[src/rtl/vga_timing_if.sv]
//------------------------------------------------------------------------------
// Module      : vga_timing_if
// Description : Sync, blanking, strobe and prefetch coordinate bundle driven by
//               vga_timing_generator toward the renderer / DAC register.
// Revision    : 1.0 - initial release
//------------------------------------------------------------------------------
`default_nettype none

interface vga_timing_if #(
    parameter int X_W = 10,
    parameter int Y_W = 10
);
    logic           hSync;
    logic           vSync;
    logic           blank;
    logic [X_W-1:0] xPixel;
    logic [Y_W-1:0] yPixel;
    logic           lineStart;
    logic           frameStart;
    logic           fetchValid;
    logic [X_W-1:0] fetchX;
    logic [Y_W-1:0] fetchY;

    modport master (
        output hSync, vSync, blank, xPixel, yPixel,
        output lineStart, frameStart, fetchValid, fetchX, fetchY
    );

    modport slave (
        input hSync, vSync, blank, xPixel, yPixel,
        input lineStart, frameStart, fetchValid, fetchX, fetchY
    );
endinterface

`default_nettype wire

[src/rtl/vga_timing_generator.sv]
//------------------------------------------------------------------------------
// Module      : vga_timing_generator
// Description : Parametrised VGA sync generator with pixel enable, line/frame
//               strobes and a prefetch port running LEAD cycles ahead.
// Revision    : 1.0 - initial release
//------------------------------------------------------------------------------
`default_nettype none

module vga_timing_generator #(
    parameter int H_VISIBLE = 1024,
    parameter int H_FRONT   = 24,
    parameter int H_SYNC    = 136,
    parameter int H_BACK    = 160,
    parameter int H_NEG     = 1,
    parameter int V_VISIBLE = 768,
    parameter int V_FRONT   = 3,
    parameter int V_SYNC    = 6,
    parameter int V_BACK    = 29,
    parameter int V_NEG     = 1,
    parameter int LEAD      = 2
) (
    input  wire logic    inClock,
    input  wire logic    reset,
    input  wire logic    pixelEnable,
    vga_timing_if.master vga
);

    localparam int c_h_total = H_VISIBLE + H_FRONT + H_SYNC + H_BACK;
    localparam int c_v_total = V_VISIBLE + V_FRONT + V_SYNC + V_BACK;
    localparam int c_h_cw    = (c_h_total > 1) ? $clog2(c_h_total) : 1;
    localparam int c_v_cw    = (c_v_total > 1) ? $clog2(c_v_total) : 1;
    localparam int c_x_w     = (H_VISIBLE > 1) ? $clog2(H_VISIBLE) : 1;
    localparam int c_y_w     = (V_VISIBLE > 1) ? $clog2(V_VISIBLE) : 1;
    localparam int c_hs_lo   = H_VISIBLE + H_FRONT;
    localparam int c_hs_hi   = H_VISIBLE + H_FRONT + H_SYNC;
    localparam int c_vs_lo   = V_VISIBLE + V_FRONT;
    localparam int c_vs_hi   = V_VISIBLE + V_FRONT + V_SYNC;

    localparam logic [c_h_cw-1:0] c_h_last = c_h_cw'(c_h_total - 1);
    localparam logic [c_v_cw-1:0] c_v_last = c_v_cw'(c_v_total - 1);

    typedef struct packed {
        logic             hs;
        logic             vs;
        logic             blank;
        logic [c_x_w-1:0] x;
        logic [c_y_w-1:0] y;
        logic             line;
        logic             frame;
    } pix_t;

    // Inactive sync level equals the polarity flag: active-low sync idles high.
    localparam pix_t c_idle_pix = '{
        hs: 1'(H_NEG), vs: 1'(V_NEG), blank: 1'b1,
        x: '0, y: '0, line: 1'b0, frame: 1'b0
    };

    logic [c_h_cw-1:0] h_count_q, h_count_d;
    logic [c_v_cw-1:0] v_count_q, v_count_d;
    pix_t              fetch_q, fetch_d;
    pix_t              pipe_q [LEAD];
    pix_t              pipe_d [LEAD];
    pix_t              w_fetch_new;
    int                w_h_pos;
    int                w_v_pos;
    logic              w_visible;

    always_comb begin
        w_h_pos   = int'(h_count_q);
        w_v_pos   = int'(v_count_q);
        w_visible = (w_h_pos < H_VISIBLE) && (w_v_pos < V_VISIBLE);

        w_fetch_new.hs    = 1'(H_NEG) ^ ((w_h_pos >= c_hs_lo) && (w_h_pos < c_hs_hi));
        w_fetch_new.vs    = 1'(V_NEG) ^ ((w_v_pos >= c_vs_lo) && (w_v_pos < c_vs_hi));
        w_fetch_new.blank = ~w_visible;
        w_fetch_new.x     = w_visible ? c_x_w'(h_count_q) : '0;
        w_fetch_new.y     = w_visible ? c_y_w'(v_count_q) : '0;
        w_fetch_new.line  = (h_count_q == '0);
        w_fetch_new.frame = (h_count_q == '0) && (v_count_q == '0);
    end

    // Everything advances together on enabled cycles so fetch and display stay aligned.
    always_comb begin
        h_count_d = h_count_q;
        v_count_d = v_count_q;
        fetch_d   = fetch_q;
        pipe_d    = pipe_q;
        if (pixelEnable) begin
            if (h_count_q == c_h_last) begin
                h_count_d = '0;
                v_count_d = (v_count_q == c_v_last) ? '0 : v_count_q + 1'b1;
            end else begin
                h_count_d = h_count_q + 1'b1;
            end
            fetch_d   = w_fetch_new;
            pipe_d[0] = fetch_q;
            for (int i = 1; i < LEAD; i++) begin
                pipe_d[i] = pipe_q[i-1];
            end
        end
    end

    always_ff @(posedge inClock) begin
        if (!reset) begin
            h_count_q <= '0;
            v_count_q <= '0;
            fetch_q   <= c_idle_pix;
            for (int i = 0; i < LEAD; i++) begin
                pipe_q[i] <= c_idle_pix;
            end
        end else begin
            h_count_q <= h_count_d;
            v_count_q <= v_count_d;
            fetch_q   <= fetch_d;
            for (int i = 0; i < LEAD; i++) begin
                pipe_q[i] <= pipe_d[i];
            end
        end
    end

    assign vga.hSync      = pipe_q[LEAD-1].hs;
    assign vga.vSync      = pipe_q[LEAD-1].vs;
    assign vga.blank      = pipe_q[LEAD-1].blank;
    assign vga.xPixel     = pipe_q[LEAD-1].x;
    assign vga.yPixel     = pipe_q[LEAD-1].y;
    assign vga.lineStart  = pipe_q[LEAD-1].line;
    assign vga.frameStart = pipe_q[LEAD-1].frame;
    assign vga.fetchValid = ~fetch_q.blank;
    assign vga.fetchX     = fetch_q.x;
    assign vga.fetchY     = fetch_q.y;

endmodule

`default_nettype wire

[src/flat_wrapper.sv]
// flat-port wrapper written by rule: the top's interface ports become plain ports
module vga_timing_generator_flat 
#(
    parameter int H_VISIBLE = 1024,
    parameter int H_FRONT   = 24,
    parameter int H_SYNC    = 136,
    parameter int H_BACK    = 160,
    parameter int H_NEG     = 1,
    parameter int V_VISIBLE = 768,
    parameter int V_FRONT   = 3,
    parameter int V_SYNC    = 6,
    parameter int V_BACK    = 29,
    parameter int V_NEG     = 1,
    parameter int LEAD      = 2
)
  (inClock, reset, pixelEnable, vga_hSync, vga_vSync, vga_blank, vga_xPixel, vga_yPixel, vga_lineStart, vga_frameStart, vga_fetchValid, vga_fetchX, vga_fetchY);
  vga_timing_if #(.X_W(3), .Y_W(2)) vga_i ();
  input  wire logic inClock;
  input  wire logic reset;
  input  wire logic pixelEnable;
  output wire logic [$bits(vga_i.hSync)-1:0] vga_hSync;
  output wire logic [$bits(vga_i.vSync)-1:0] vga_vSync;
  output wire logic [$bits(vga_i.blank)-1:0] vga_blank;
  output wire logic [$bits(vga_i.xPixel)-1:0] vga_xPixel;
  output wire logic [$bits(vga_i.yPixel)-1:0] vga_yPixel;
  output wire logic [$bits(vga_i.lineStart)-1:0] vga_lineStart;
  output wire logic [$bits(vga_i.frameStart)-1:0] vga_frameStart;
  output wire logic [$bits(vga_i.fetchValid)-1:0] vga_fetchValid;
  output wire logic [$bits(vga_i.fetchX)-1:0] vga_fetchX;
  output wire logic [$bits(vga_i.fetchY)-1:0] vga_fetchY;
  assign vga_hSync = vga_i.hSync;
  assign vga_vSync = vga_i.vSync;
  assign vga_blank = vga_i.blank;
  assign vga_xPixel = vga_i.xPixel;
  assign vga_yPixel = vga_i.yPixel;
  assign vga_lineStart = vga_i.lineStart;
  assign vga_frameStart = vga_i.frameStart;
  assign vga_fetchValid = vga_i.fetchValid;
  assign vga_fetchX = vga_i.fetchX;
  assign vga_fetchY = vga_i.fetchY;
  vga_timing_generator #(.H_VISIBLE(H_VISIBLE), .H_FRONT(H_FRONT), .H_SYNC(H_SYNC), .H_BACK(H_BACK), .H_NEG(H_NEG), .V_VISIBLE(V_VISIBLE), .V_FRONT(V_FRONT), .V_SYNC(V_SYNC), .V_BACK(V_BACK), .V_NEG(V_NEG), .LEAD(LEAD)) u_core (.inClock(inClock), .reset(reset), .pixelEnable(pixelEnable), .vga(vga_i));
endmodule
[config.mk]
export PLATFORM = sky130hd
export DESIGN_NAME = vga_timing_generator_flat
export DESIGN_NICKNAME = d
export VERILOG_FILES = /design/src/rtl/vga_timing_if.sv /design/src/rtl/vga_timing_generator.sv /design/src/flat_wrapper.sv
export SDC_FILE = /design/constraint.sdc
export NUM_CORES = 1
export LEC_CHECK = 0
export BUFFER_PORTS_ARGS = -buffer_cell sky130_fd_sc_hd__buf_4
export CELL_PAD_IN_SITES_DETAIL_PLACEMENT = 0
export CELL_PAD_IN_SITES_GLOBAL_PLACEMENT = 1
export CORE_MARGIN = 1.5
export CORE_UTILIZATION = 45
export DETAILED_ROUTE_END_ITERATION = 10
export GPL_TIMING_DRIVEN = 0
export PLACE_DENSITY = 0.88
export SLEW_MARGIN = 20
export SYNTH_ARGS = -nofsm -noshare
export SYNTH_HDL_FRONTEND = slang
export SYNTH_SLANG_ARGS = --single-unit
[constraint.sdc]
create_clock -name inClock -period 2.5 [get_ports inClock]
set_clock_uncertainty 0.1 [all_clocks]
set_input_delay 0.5 -clock inClock [delete_from_list [all_inputs] [get_ports inClock]]
set_output_delay 0.5 -clock inClock [all_outputs]
set_load 0.02 [all_outputs]
==> metrics.txt, run 1 <==
Synth cell types 41; DRT antenna net count 0; placed instance area 2530 um^2; register area 1020 um^2; clock slew at reported path FFs 0.09 ns; DR DRC count 0; Cell Area, Synth about 2300 um^2; r2r setup slk 0.13 ns; Min-Delay Path Class reg2reg; clk_lat worst skew 0.30 ns; final hold slack ~0.38 ns; setup bufs post-CTS 0; predominant post-synthesis flop cell dfxtp_1; dpl hpwl around 3.1 mm; IO Port Bufs 17; RSZ-0062 raised after global routing false; Pwr per Cell Area 573 nW/um^2; layout cells sized above 1 0.158; CP Launch Point u_core.h_count_q[1]$_SDFFE_PN0P_; largest family of logic cells by synthesized area simple AND/OR/NAND/NOR gates; post-synthesis simple-gate area fraction 0.232; Max Root-Sink Buffers 2; yosys warns 0; crit path max fanout 10; Worst R2R End u_core.v_count_q[3]$_SDFFE_PN0P_; initial antenna violation count 0; Gate Count Post-Synth 254; R2R cell count 6; Crit. End Element flop; clock sink total 51; Ports 19; Post-Synth XOR/XNOR Area 0.0340; CTS tree done; post-synthesis adder-cell area fraction 0.0324; vias in the first global route 1557; Rows 25; ys async rst share 0; vias per inst 5.09; fill cell count 472; Final Cycle Share 0.946; first-pass GRT wire length 7.32 mm; fin util 0.549; max-slew violations 0; Routability Congestion 0.827; final hold vios 0; Max-Cap Viols 0; min-delay src u_core.pipe_q[48]$_SDFFE_PN1P_; total CTS buffers 5; WL/cell 12.5 um; Slew HR 0.521; H-tree levels 2; Die Wd 74.8 um; effective utilization at floorplan 0.478; Setup WS post-layout 0.134 ns; Final nets 287; Area Growth Syn to Fin 15.0%; r2r startpoint u_core.h_count_q[1]$_SDFFE_PN0P_; CP required 2.65 ns; fin crit period 2.37 ns; Setup crit start kind flop; Syn Area/Cell 9.12 um^2; syn_nets ~260; largest net degree at the start of global routing 17; Seq/Total Area, Yosys 0.441; Core Footprint 4850 um^2; Starting DRT DRC Count between 70 and 80; die area 5590 um^2; Data arrival, critical path 2.51 ns; multi-input logic area 1150 um^2; run status complete, no violations; Post-synth EDFFs 0; kind of critical path reg2reg; Via Count 1760; Yosys reg bits ~50; Total Wirelength 4.33 mm; n_diodes 0; Compound-Gate Fraction of Synth Area 0.0891; All-Layer GR Usage 0.172; maximum clock frequency 0.423 GHz; DRT Pass-1 Iters 4; total power 0.00153 W; Die Ht 74.8 um; Least-Margin Pin Slew 0.712 ns; CP Capture Point u_core.v_count_q[3]$_SDFFE_PN0P_; P_leak 1.04 nW; grt total ovfl 0; design area 2660 um^2; Root Driver clkbuf_8; final setup fails 0; Setup WS pre-CTS -0.0338 ns; mux cell area share after synthesis 0.104; peak supply drop 0.000299 V
-- cell usage in the layout (no fill, tap or decap), drive strengths merged, types with 4 or more instances in the layout --
cell and n:
nand2 23, nor4 5, and2 4, inv 10, buf 31, dfxtp 51
clkbuf 14, ha 6, a21oi 10, nor2b 15, or3 6, xnor2 8
nor2 14, o21ai 14, mux2i 24, nand3 8, nand4 9
-- flip-flops by register name, indices dropped and copies added, names as in the netlist --
name and flops:
u_core.h_count_q 11, u_core.v_count_q 10, u_core.vga.frameStart 1, u_core.vga.fetchX 3, u_core.vga.blank 1, u_core.vga.xPixel 3, u_core.fetch_q 5, u_core.vga.vSync 1
u_core.vga.hSync 1, u_core.vga.fetchY 2, u_core.vga.lineStart 1, u_core.vga.yPixel 2, u_core.pipe_q 10
-- worst min-delay path by stage --
stage / end / cells after the start
2_1_floorplan: u_core.pipe_q[49]$_SDFFE_PN1P_ / 2
3_3_place_gp: u_core.vga.vSync$_SDFFE_PN1P_ / 2
3_5_place_dp: u_core.pipe_q[48]$_SDFFE_PN1P_ / 2
4_1_cts: u_core.pipe_q[48]$_SDFFE_PN1P_ / 2
5_1_grt: u_core.fetch_q[0]$_SDFFE_PN0P_ / 2
6_report: u_core.pipe_q[48]$_SDFFE_PN1P_ / 2
-- report_power, final --
group / switching, W / internal, W
Sequential: 0.00000856 / 0.000824
Clock: 0.000279 / 0.000329
Combinational: 0.0000478 / 0.0000382
-- per-layer routing --
layer,wire [um],global-route usage,up-vias
met5,0,0,-
li1,-,-,923
met3,140,0.0442,5
met1,2300,0.236,809
met2,1820,0.262,23
met4,69,0.0667,0
-- final cells by class --
cell class,instances,share of cell area
multi-input cells,172,0.433
flip-flops and latches,51,0.383
clock inverters,2,0.0146
clock buffers,6,0.0310
plain buffers,22,0.0465
inverters,9,0.0127
repair buffers,17,0.0479
well taps,67,0.0315
-- through the flow --
step	cells	TNS (ns)
global placement	338	-0.0466
finish	346	0
detailed placement	338	-0.0338
CTS	346	0
floorplan	254	0
global route	346	0
-- timing repair --
action,in CTS,in global routing
setup endpoints to repair,1,2
resized for setup,1,2
hold buffers,0,0
pin swaps,0,0
hold endpoints to repair,0,0
-- cells by family (layout without fill, tap and decap cells) --
kind of cell	after synthesis	after routing
muxes	24	24
AOI/OAI and AO/OA	34	34
DFF	51	51
xor gates and xnor gates	9	9
buffers and inverters	31	56
adders and majority gates	6	6
and+or+nand+nor	99	99
-- cells in the mapped netlist, types with 2 or more instances --
cell type / n / area share
nand4_1: 9 / 0.024
inv_1: 9 / 0.015
a21boi_0: 3 / 0.0097
xnor2_1: 8 / 0.030
dfxtp_1: 51 / 0.44
clkbuf_1: 8 / 0.013
mux2i_1: 24 / 0.10
nor3_1: 3 / 0.0065
a21oi_1: 9 / 0.019
nor4_1: 5 / 0.013
nor2_1: 14 / 0.023
nand2_1: 23 / 0.037
nand3_1: 8 / 0.017
ha_1: 6 / 0.032
buf_4: 10 / 0.032
and3_1: 3 / 0.0081
nor2b_1: 15 / 0.040
o21ai_0: 13 / 0.028
or3_1: 5 / 0.013
or4_1: 2 / 0.0065
buf_2: 3 / 0.0065
and2_1: 4 / 0.011
-- worst max-delay path, cell delays in order (launching register included) --
cell     delay, ns
dfxtp_1       0.41
ha_2          0.24
nand3_1       0.18
or4_1         0.55
buf_2         0.20
or4_4         0.49
a21oi_2       0.13
(Power assumes the default switching activity.)
==> inputs of run 2 (changes only) <==
Settings changed: CORE_UTILIZATION 45 to 48, PLACE_DENSITY 0.88 to 0.92.
Clock period 2.5 ns to 3 ns, I/O delays scaled along.
==> metrics.txt, run 2 (same netlist as run 1, synthesis figures left out) <==
Starting DRT DRC Count 64 (was 79); IO Port Bufs 17 (unchanged); largest register by flop count u_core.h_count_q (unchanged); Largest register FFs 11 (unchanged); Min-Delay Path Class reg2reg (unchanged); register area 1020 um^2 (unchanged); Root Driver clkbuf_8 (unchanged); crit path max fanout 10 (unchanged); Slew HR 0.542 (was 0.521); Combinational Power Share 0.056 (about the same); CP bufs+invs 1 (unchanged); final setup fails 0 (unchanged); cell-internal power 0.000969 W (was 0.00119 W); initial antenna violation count 0 (unchanged); multi-input logic area 1140 um^2 (was 1150 um^2); Via Count 1821 (was 1760); H-tree levels 2 (unchanged); Die Ht 72.5 um (was 74.8 um); first-pass GRT wire length 7.46 mm (was 7.32 mm); clock slew at reported path FFs 0.10 ns (was 0.09 ns); Area Growth Syn to Fin 13.4% (was 15.0%); layout cells sized above 1 0.151 (was 0.158); fin util 0.560 (was 0.549); Setup TNS 0 ns (unchanged); max-slew violations 0 (unchanged); cts hold-fix bufs 0 (unchanged); Core Footprint 4690 um^2 (was 4850 um^2); final hold vios 0 (unchanged); CTS tree done (unchanged); WP depth 6 (unchanged); Rows 25 (unchanged); total CTS buffers 5 (unchanged); die area 5250 um^2 (was 5590 um^2); Data arrival, critical path 2.71 ns (was 2.51 ns); effective utilization at floorplan 0.494 (was 0.478); Setup crit start kind flop (unchanged); DRT Pass-1 Iters 4 (unchanged); WL/cell 13.2 um (was 12.5 um); commonest non-fill, non-tap cell in the layout dfxtp_1 (unchanged); n_diodes 0 (unchanged); RSZ-0062 raised after global routing false (unchanged); vias in the first global route 1604 (was 1557); Hold Path Stages 2 (unchanged); kind of critical path reg2reg (unchanged); CP required 3.11 ns (was 2.65 ns); fin crit period 2.60 ns (was 2.37 ns); P_leak 1.03 nW (was 1.04 nW); Top Registers u_core.h_count_q x11, u_core.pipe_q x10, u_core.v_count_q x10 (unchanged); fill cell count 427 (was 472); Seq pwr share 0.551 (was 0.545); dpl hpwl 3.05 mm (about the same); Cells after DPL 325 (was 338); All-Layer GR Usage 0.181 (was 0.172); Ports 19 (unchanged); Post-CTS Resized 0 (was 1); Least-Margin Pin Slew 0.687 ns (was 0.712 ns); Pwr per Cell Area 479 nW/um^2 (was 573 nW/um^2); vias per inst 5.47 (was 5.09); Finished Layout Cells 333 (was 346); Crit. End Element flop (unchanged); grt total ovfl 0 (unchanged); sw power 0.000289 W (was 0.000336 W); CP Cell Sequence ha_1 -> nand3_1 -> or4_1 -> buf_2 -> o21ai_1 -> o21ba_2 (was ha_2 -> nand3_1 -> or4_1 -> buf_2 -> or4_4 -> a21oi_2); Top Family by Delay on Critical Path compound AO/OA/AOI/OAI gates (was simple AND/OR/NAND/NOR gates); critical path's largest stage delay 0.55 ns (about the same); Final nets 287 (unchanged); Die Wd 72.5 um (was 74.8 um); final hold slack 0.380 ns (was 0.379 ns); peak supply drop 0.000197 V (was 0.000299 V); Max-Cap Viols 0 (unchanged); DR DRC count 0 (unchanged); R2R cell count 6 (unchanged); clock sink total 51 (unchanged); run status complete, no violations (unchanged); Final Cycle Share 0.867 (was 0.946); clock share of power 0.392 (was 0.399); Max Root-Sink Buffers 2 (unchanged); slowest stage cell, crit path or4_1 (unchanged); commonest non-fill, non-tap cells in the layout 51 x dfxtp_1, 27 x buf_4, 24 x mux2i_1, 23 x nand2_1, 15 x nor2b_1 (unchanged); Switching Fraction 0.230 (was 0.220); maximum clock frequency 0.384 GHz (was 0.423 GHz); largest net degree at the start of global routing 18 (was 17); Routability Congestion 0.800 (was 0.827); Total Wirelength 4.39 mm (was 4.33 mm); setup bufs post-CTS 0 (unchanged); DRT antenna net count 0 (unchanged); clk_lat worst skew 0.32 ns (was 0.30 ns)
[run 2: worst reg2reg max path, stage by stage, from the launching register on]
cell,delay [ns]
dfxtp_1,0.42
ha_1,0.24
nand3_1,0.21
or4_1,0.55
buf_2,0.19
o21ai_1,0.54
o21ba_2,0.24
[run 2: worst paths after layout]
check                              startpoint                               end  slack [ns]
max reg2reg  u_core.h_count_q[0]$_SDFFE_PN0P_  u_core.v_count_q[2]$_SDFFE_PN0P_        0.40
min             u_core.vga.vSync$_SDFFE_PN1P_     u_core.vga.vSync$_SDFFE_PN1P_        0.38
max          u_core.h_count_q[0]$_SDFFE_PN0P_  u_core.v_count_q[2]$_SDFFE_PN0P_        0.40
min reg2reg     u_core.vga.vSync$_SDFFE_PN1P_     u_core.vga.vSync$_SDFFE_PN1P_        0.38
[run 2: metal layers]
metal,GRT usage,vias to the layer above,wire [um]
met1,0.233,859,2200
met3,0.0458,10,140
met4,0.0692,0,76
met5,0,-,0
met2,0.292,27,1970
li1,-,925,-
[run 2: cell type report]
class	instances	area share
buffer	22	0.0471
clock inverter	3	0.0176
inverter	9	0.0129
tap	54	0.0257
multi-input combinational	172	0.433
clock buffer	5	0.0262
timing repair buffer	17	0.0486
sequential	51	0.389
[run 2: power by group through the flow]
stage	Combinational, W	Sequential (W)	Clock [W]
final	0.0000707	0.000693	0.000494
after detailed placement	0.0000712	0.000709	0
after floorplan	0.0000521	0.000708	0
after CTS	0.0000718	0.000693	0.000506
after global routing	0.0000780	0.000695	0.000534
after global placement	0.0000704	0.000709	0
[run 2: per-stage QoR]
stage	cell area (um^2)	worst slack (ns)	power (W)
global placement	2510	0.394	0.000779
detailed placement	2510	0.416	0.000780
finish	2630	0.399	0.00126
global route	2630	0.225	0.00131
CTS	2630	0.415	0.00127
floorplan	2320	0.807	0.000760
==> inputs of run 3 (changes only) <==
Settings changed: REMOVE_ABC_BUFFERS set to 1.
==> metrics.txt, run 3 (same netlist as run 1, synthesis figures left out) <==
CP required 3.10 ns (was 3.11 ns); WL/cell 12.6 um (was 13.2 um); Top Registers u_core.h_count_q x11, u_core.pipe_q x10, u_core.v_count_q x10 (unchanged); CP Cell Sequence buf_4 -> nand3_1 -> or4_1 -> o21ai_1 -> o21ba_2 (was ha_1 -> nand3_1 -> or4_1 -> buf_2 -> o21ai_1 -> o21ba_2); peak supply drop 0.000285 V (was 0.000197 V); commonest non-fill, non-tap cells in the layout 51 x dfxtp_1, 24 x mux2i_1, 23 x nand2_1, 18 x buf_4, 15 x nor2b_1 (was 51 x dfxtp_1, 27 x buf_4, 24 x mux2i_1, 23 x nand2_1, 15 x nor2b_1); crit path max fanout 38 (was 10); die area 5250 um^2 (unchanged); Core Footprint 4690 um^2 (unchanged); Crit. End Element flop (unchanged); r2r startpoint u_core.h_count_q[0]$_SDFFE_PN0P_ (unchanged); clock sink total 51 (unchanged); Final nets 266 (was 287); IO Port Bufs 18 (was 17); max-slew violations 0 (unchanged); Slew HR 0.551 (was 0.542); R2R cell count 5 (was 6); grt total ovfl 0 (unchanged); Least-Margin Pin Slew 0.667 ns (was 0.687 ns); Total Wirelength 3.94 mm (was 4.39 mm); total power 0.00123 W (was 0.00126 W); CTS tree done (unchanged); P_leak 0.963 nW (was 1.03 nW); Setup TNS 0 ns (unchanged); maximum clock frequency 0.357 GHz (was 0.384 GHz); final hold vios 0 (unchanged); kind of critical path in2reg (was reg2reg); total CTS buffers 5 (unchanged); Max-Cap Viols 0 (unchanged); Area Growth Syn to Fin 8.26% (was 13.4%); Worst R2R End u_core.v_count_q[2]$_SDFFE_PN0P_ (unchanged); Min-Delay Path Class reg2reg (unchanged); design area 2510 um^2 (was 2630 um^2); initial antenna violation count 0 (unchanged); final setup fails 0 (unchanged); Routability Congestion 0.827 (was 0.800); Pwr per Cell Area 490 nW/um^2 (was 479 nW/um^2); vias per inst 5.46 (was 5.47); Setup WS post-layout 0.199 ns (was 0.399 ns); placed instance area 2400 um^2 (was 2510 um^2); Cells after DPL 304 (was 325); commonest non-fill, non-tap cell in the layout dfxtp_1 (unchanged); DRT antenna net count 0 (unchanged); Setup WS pre-CTS -0.134 ns (was 0.416 ns); n_diodes 0 (unchanged); Via Count 1702 (was 1821); run status complete, no violations (unchanged); Hold Path Sink u_core.fetch_q[0]$_SDFFE_PN0P_ (was u_core.vga.vSync$_SDFFE_PN1P_); cts hold-fix bufs 0 (unchanged); setup bufs post-CTS 0 (unchanged); critical path's largest stage delay 0.76 ns (was 0.55 ns); Starting DRT DRC Count 116 (was 64); Post-CTS Resized 0 (unchanged); min-delay src u_core.fetch_q[0]$_SDFFE_PN0P_ (was u_core.vga.vSync$_SDFFE_PN1P_); Hold Path Stages 2 (unchanged); layout cells sized above 1 0.116 (was 0.151); All-Layer GR Usage 0.165 (was 0.181); Rows 25 (unchanged); Root Driver clkbuf_8 (unchanged); slowest stage cell, crit path or4_1 (unchanged); clock slew at reported path FFs 0.09 ns (was 0.10 ns); Finished Layout Cells 312 (was 333); clk_lat worst skew 0.30 ns (was 0.32 ns); Max Root-Sink Buffers 2 (unchanged); largest net degree at the start of global routing 39 (was 18); RSZ-0062 raised after global routing false (unchanged); Die Ht 72.5 um (unchanged); r2r setup slk 0.36 ns (was 0.40 ns); Data arrival, critical path 2.91 ns (was 2.71 ns); fin crit period 2.80 ns (was 2.60 ns); Setup crit start kind input pin (was flop); vias in the first global route 1523 (was 1604); first-pass GRT wire length 6.82 mm (was 7.46 mm); Largest register FFs 11 (unchanged); DRT Pass-1 Iters 4 (unchanged); largest register by flop count u_core.h_count_q (unchanged); effective utilization at floorplan 0.494 (unchanged); Final Cycle Share 0.934 (was 0.867); Die Wd 72.5 um (unchanged); Ports 19 (unchanged); DR DRC count 0 (unchanged); dpl hpwl 2.61 mm (was 3.05 mm); H-tree levels 2 (unchanged)
-- run 3: worst max path at each step --
stage	start	to	slack [ns]	cells after the start
floorplan	pixelEnable	u_core.v_count_q[2]$_SDFFE_PN0P_	0.79	4
global placement	pixelEnable	u_core.v_count_q[2]$_SDFFE_PN0P_	-0.12	5
detailed placement	pixelEnable	u_core.v_count_q[2]$_SDFFE_PN0P_	-0.13	5
CTS	pixelEnable	u_core.v_count_q[2]$_SDFFE_PN0P_	0.18	5
global route	pixelEnable	u_core.v_count_q[2]$_SDFFE_PN0P_	0.02	5
finish	pixelEnable	u_core.v_count_q[2]$_SDFFE_PN0P_	0.20	5
-- run 3: report_power, final --
part            total, W  leakage (nW)  switching, W  internal [W]
clock           0.000472        0.0581      0.000224      0.000248
sequential      0.000693         0.413    0.00000680      0.000686
combinational  0.0000641         0.492     0.0000360     0.0000281
total            0.00123         0.963      0.000267      0.000963
-- run 3: layer usage --
metal | track usage | vias up | routed length [um]
met2 | 0.265 | 22 | 1750
met1 | 0.213 | 799 | 2020
met5 | 0 | - | 0
met3 | 0.0417 | 6 | 99
met4 | 0.0629 | 0 | 66
li1 | - | 875 | -
-- run 3: critical path, delay by kind of cell --
family                 cells  cell delay [ns]
and+or+nand+nor            2             1.04
AOI/OAI and AO/OA          2             0.82
buffers and inverters      1             0.42
-- run 3: cell type report --
cell class,count,area [um^2]
clock inverter,3,43.8
timing repair buffer,18,135
clock buffer,5,68.8
sequential,51,1020
multi-input combinational,172,1140
tap,54,67.6
inverter,9,33.8
fill,437,2180
-- run 3: stage by stage --
stage	util	hold WS (ns)
6_report	0.535	0.379
5_1_grt	0.535	0.402
4_1_cts	0.535	0.382
3_5_place_dp	0.511	0.359
3_3_place_gp	0.511	0.353
2_1_floorplan	-	0.338
